===== config.mk =====
export PLATFORM = sky130hd
export DESIGN_NAME = store_buf
export DESIGN_NICKNAME = d
export VERILOG_FILES = /design/src/rtl/store_buf.sv
export SDC_FILE = /design/constraint.sdc
export NUM_CORES = 1
export LEC_CHECK = 0
export CAP_MARGIN = 15
export CELL_PAD_IN_SITES_DETAIL_PLACEMENT = 1
export CELL_PAD_IN_SITES_GLOBAL_PLACEMENT = 2
export CORE_MARGIN = 1.5
export CORE_UTILIZATION = 42
export CTS_BUF_LIST = sky130_fd_sc_hd__clkbuf_4 sky130_fd_sc_hd__clkbuf_8
export DETAILED_ROUTE_END_ITERATION = 7
export PLACE_DENSITY_LB_ADDON = 0.3
export SETUP_SLACK_MARGIN = 0.4
export SLEW_MARGIN = 10
export SYNTH_ARGS = -nofsm -noshare
export SYNTH_HDL_FRONTEND = slang
export SYNTH_SLANG_ARGS = --single-unit

===== constraint.sdc =====
create_clock -name clk -period 4.7 [get_ports clk]
set_input_delay 0.94 -clock clk [delete_from_list [all_inputs] [get_ports clk]]
set_output_delay 0.94 -clock clk [all_outputs]
set_load 0.1 [all_outputs]

===== src/rtl/store_buf.sv =====
// Store buffer between the MEM stage and a single-ported data memory.
// Buffered stores drain in program order whenever the load does not own the port.
// A load to a word with a pending store stalls until that store has drained.
// Optional feature macro: STORE_BUF_FWD_EN enables forwarding of an aligned
// MemW store to a MemW load instead of stalling.
module store_buf #(
  parameter int unsigned DEPTH = 4
) (
  input  logic        clk,
  input  logic        reset,
  input  logic        st_valid,
  input  logic [31:0] st_addr,
  input  logic [31:0] st_data,
  input  logic [1:0]  st_type,
  input  logic [31:0] st_pc,
  output logic        st_ready,
  input  logic        ld_valid,
  input  logic [31:0] ld_addr,
  input  logic [1:0]  ld_type,
  output logic        ld_stall,
  output logic        ld_fwd_valid,
  output logic [31:0] ld_fwd_data,
  output logic        dm_WE,
  output logic [31:0] dm_addr,
  output logic [31:0] dm_WD,
  output logic [1:0]  dm_MemType,
  output logic [31:0] dm_PC,
  output logic        empty
);

  localparam int unsigned PTR_W = (DEPTH > 1) ? $clog2(DEPTH) : 1;
  localparam int unsigned CNT_W = PTR_W + 1;

  logic [31:0]      e_addr [DEPTH];
  logic [31:0]      e_data [DEPTH];
  logic [1:0]       e_type [DEPTH];
  logic [31:0]      e_pc   [DEPTH];

  logic [PTR_W-1:0] head;
  logic [PTR_W-1:0] tail;
  logic [CNT_W-1:0] count;

  logic             hit_any;
  logic             hit;
  logic             load_own;
  logic             push;
  logic             pop;
  logic             fwd;

`ifdef STORE_BUF_FWD_EN
  localparam logic [1:0] MEM_W = 2'b00;
  logic [PTR_W-1:0] young;
`endif

  assign st_ready = count < CNT_W'(DEPTH);
  assign empty    = count == '0;
  assign push     = st_valid && st_ready;

  // Word-address match against every occupied slot; later matches are younger.
  always_comb begin
    hit_any = 1'b0;
`ifdef STORE_BUF_FWD_EN
    young = head;
`endif
    for (int unsigned k = 0; k < DEPTH; k++) begin
      if (CNT_W'(k) < count &&
          e_addr[head + PTR_W'(k)][31:2] == ld_addr[31:2]) begin
        hit_any = 1'b1;
`ifdef STORE_BUF_FWD_EN
        young = head + PTR_W'(k);
`endif
      end
    end
  end

  assign hit      = ld_valid && hit_any;
  assign load_own = ld_valid && !hit;
  assign pop      = !load_own && (count != '0);

`ifdef STORE_BUF_FWD_EN
  assign fwd          = hit && (ld_type == MEM_W) && (e_type[young] == MEM_W) &&
                        (e_addr[young][1:0] == 2'b00);
  assign ld_fwd_data  = fwd ? e_data[young] : 32'h0;
`else
  assign fwd          = 1'b0;
  assign ld_fwd_data  = 32'h0;
`endif
  assign ld_fwd_valid = fwd;
  assign ld_stall     = hit && !fwd;

  // Memory port mux: the head store writes when draining, otherwise the load reads.
  always_comb begin
    dm_WE      = 1'b0;
    dm_addr    = ld_addr;
    dm_MemType = ld_type;
    dm_WD      = 32'h0;
    dm_PC      = 32'h0;
    if (pop) begin
      dm_WE      = 1'b1;
      dm_addr    = e_addr[head];
      dm_WD      = e_data[head];
      dm_MemType = e_type[head];
      dm_PC      = e_pc[head];
    end
  end

  // Pointer and occupancy bookkeeping; reset discards all pending stores.
  always_ff @(posedge clk or negedge reset) begin
    if (!reset) begin
      head  <= '0;
      tail  <= '0;
      count <= '0;
    end else begin
      if (push) tail <= tail + PTR_W'(1);
      if (pop)  head <= head + PTR_W'(1);
      case ({push, pop})
        2'b10:   count <= count + CNT_W'(1);
        2'b01:   count <= count - CNT_W'(1);
        default: count <= count;
      endcase
    end
  end

  // Entry payload capture; validity comes from the pointers, so no reset needed.
  always_ff @(posedge clk) begin
    if (push) begin
      e_addr[tail] <= st_addr;
      e_data[tail] <= st_data;
      e_type[tail] <= st_type;
      e_pc[tail]   <= st_pc;
    end
  end

endmodule


==> run_results.csv <==
group,metric,value,unit
timing,setup_slack,-474,ps
yosys,synth_most_common_cell,"edfxtp_1",
setup_path,end_kind,"output pin",
global_routing,antenna_found_initial,8,
floorplanning,core-area,46800,µm²
clock_network,htree_num_levels,3,
clock_network,clk_latency,640,ps
setup_path,r2r_setup_slack,830,ps
yosys,syn_area_per_cell,17.1,µm²
yosys,synthArstFlopShare,0.0175,
clock_network,hold_buffers,0,
outcome,status,"complete, but fails checks",
floorplanning,die_y,221,µm
clock_network,cts_tree,"done",
timing,setup_viol_count_final,100,
setup_path,required,3760,ps
yosys,synth_cell_type_count,63,
yosys,synth_top_family_by_area,"multiplexers",
yosys,yosysSeqAreaShare,0.597,
yosys,synth_seq_cells,399,
finish,utilization,0.583,
floorplanning,boundaryPins,271,
floorplanning,die_w,221,µm
route,vias,12100,
finish,n_fill_cell,4240,
setup_path,critPathLaunchType,"register",
clock_network,cts.path.max_buffers,3,
min_path,hp-class,"input pin to asynchronous set/reset pin",
global_routing,grt.overflow.total,0,
clock_network,clock-root-buffer,"clkbuf_8",
setup_path,r2r_end,"count[2]$_DFFE_PN0P_",
route,first_pass_iters,5,
route,drc_errors,0,
setup_path,critPathBufInv,7,
global_routing,grt_max_degree,54,
setup_path,path_cells,"buf_16, buf_8, mux2i_1, buf_4, a221o_1, o21ai_0, nand4_1, nor4_1, buf_4, a211oi_2, a31oi_4, buf_4, buf_12, mux2_4, buf_12",
yosys,synth-adder-area-share,0.00563,
placed_design,gp_congestion,0.889,
timing,tns,-42620,ps
finish,area_growth,36.2,%
yosys,yosysTopAreaCellShare,0.588,
placed_design,port_buffers,237,
setup_path,critPathSlowestCell,"dfrtp_4",
route,drt_iter0_markers,895,
yosys,ys_top_cells_by_area,"edfxtp_1 59%, mux4_2 14%, mux2i_1 5.8%",
yosys,synthMuxAreaShare,0.231,
yosys,synth-xor-area-share,0.0486,
setup_path,crit_path_max_incr_delay,550,ps
yosys,yosys_most_used_dff,"edfxtp_1",
finish,nets,1715,
timing,max_freq,193,MHz
yosys,synth_edf_count,392,
setup_path,crit_type,"register to output pin",
route,vias_per_cell,5.44,
timing,period_needed,5170,ps
global_routing,track_usage,0.236,
global_routing,grt_pass1_vias,13200,
clock_network,cts.clk_slew.worst_paths,50,ps
timing,slew_headroom,0.325,
setup_path,worstPathArrival,4230,ps
job,cap_violations,0,
route,detail-route-antenna-nets,0,
clock_network,cts_buffers,70,
route,avgRoutedWirePerCell,25.6,µm
setup_path,cp_max_fo,13,
power,ir_drop,497,µV
placed_design,dp_hpwl,38700,µm
placed_design,pre_cts_slack,-506,ps
floorplanning,dieArea,49000,µm²
timing,hold_viol_final,0,
timing,fin_crit_sh,1.10,
floorplanning,std_cell_rows,79,
outcome,violations,"setup timing",
yosys,yosysTopAreaCell,"edfxtp_1",
setup_path,crit_family,"buffers and inverters",
yosys,syn_area,20000,µm²
floorplanning,initial_core_util,0.428,
yosys,synth-simple-area-share,0.0448,
yosys,synth_common_cells,"392 x edfxtp_1, 127 x mux4_2, 116 x mux2i_1",
setup_path,cpMostUsedCell,"buf_4",
clock_network,cts_sinks,399,
setup_path,worstReg2RegStart,"head[1]$_DFFE_PN0P_",
timing,tightest_slew,1010,ps
route,routed_wl,57000,µm
timing,fin_skew,24.3,ps
yosys,netlist_instances,1167,
setup_path,rr_worst_depth,18,
power,total_power,19100,µW
global_routing,grt_pass1_wl,85100,µm
yosys,yosysWarningCount,0,
timing,rsz0062_at_grt,"yes",
timing,fin_hold_ws,573,ps
power,power_density,699,nW/µm²
power,p_leak,0.00987,µW
finish,drive_gt1_frac,0.419,
yosys,synth-compound-area-share,0.0281,
timing,drv_slew,0,
cells by family after synthesis:
family | count (synthesis)
mux | 284
buf+inv | 138
fa+ha+maj | 9
flops | 399
compound gates | 76
other cells | 1
xor+xnor | 111
simple gates | 149
power by group:
group,total [µW],internal (µW),switching [µW],leakage (µW)
sequential,4690,4460,227,0.00364
combinational,11100,4890,6240,0.00548
clock,3250,1820,1430,0.000742
metal layers:
layer	vias to the layer above	part of all wire	GRT usage
li1	5395	-	-
met1	6301	0.40	0.293
met2	341	0.51	0.406
met3	79	0.063	0.0598
met4	10	0.019	0.0683
met5	-	0.0012	0
worst max path at each step:
stage                              from          end  slack (ps)  cells past startpoint
floorplan                    ld_addr[4]    dm_PC[10]         360                      9
global placement            ld_addr[15]     dm_WD[9]        -450                     14
CTS                 head[1]$_DFFE_PN0P_  dm_addr[29]        -480                     13
finish              head[1]$_DFFE_PN0P_  dm_addr[14]        -470                     15
detailed placement          ld_addr[15]     dm_WD[7]        -510                     14
global route        head[1]$_DFFE_PN0P_  dm_addr[17]        -650                     15
final cells by class:
cell class	count	area [µm²]	share of cell area
sequential	399	12000	0.439
multi-input combinational	662	7790	0.286
timing repair buffer	419	5270	0.193
clock buffer	93	1150	0.0421
tap	607	759	0.0279
clock inverter	28	251	0.00923
inverter	18	75.1	0.00275
antenna	3	7.51	0.000275
placed cells by master (no fill, tap or decap), drive strengths merged, types with 3 or more instances in the layout:
| cell | instances |
|---|---|
| a222oi | 3 |
| and2 | 69 |
| buf | 279 |
| clkdlybuf4s50 | 137 |
| a211oi | 4 |
| nor2b | 3 |
| mux2i | 117 |
| a21oi | 12 |
| mux4 | 127 |
| ha | 9 |
| nor2 | 12 |
| o2bb2ai | 8 |
| o21ai | 11 |
| nor3 | 10 |
| xor2 | 21 |
| bufinv | 4 |
| o221ai | 4 |
| and3 | 3 |
| nand4 | 20 |
| dfrtp | 7 |
| nor4 | 8 |
| a31oi | 5 |
| edfxtp | 392 |
| xnor2 | 90 |
| diode | 3 |
| mux2 | 40 |
| o22ai | 9 |
| inv | 22 |
| nand3 | 3 |
| conb | 33 |
| nand2 | 9 |
| clkbuf | 93 |
| clkinv | 20 |
| bufbuf | 3 |
| a2111oi | 3 |
sequential cells by signal, summed over array words and instances, names as in the netlist:
signal / count
e_addr: 128
e_data: 128
e_pc: 128
e_type: 8
count: 3
head: 2
tail: 2
stage by stage:
| step | std cells | area (µm²) |
|---|---|---|
| 6_report | 2229 | 27300 |
| 5_1_grt | 2226 | 27300 |
| 4_1_cts | 2224 | 27100 |
| 3_5_place_dp | 2060 | 24800 |
| 3_3_place_gp | 2060 | 24800 |
| 2_1_floorplan | 1199 | 20300 |
repair_timing:
| action | in CTS | in global routing |
|---|---|---|
| endpoints found under the setup margin | 100 | 100 |
| buffers inserted | 38 | 2 |
| gates cloned | 5 | 0 |
| endpoints found under the hold margin | 0 | 0 |
| pin swaps | 30 | 5 |
| resized for setup | 128 | 16 |
Power figures use the tool's default switching activity.
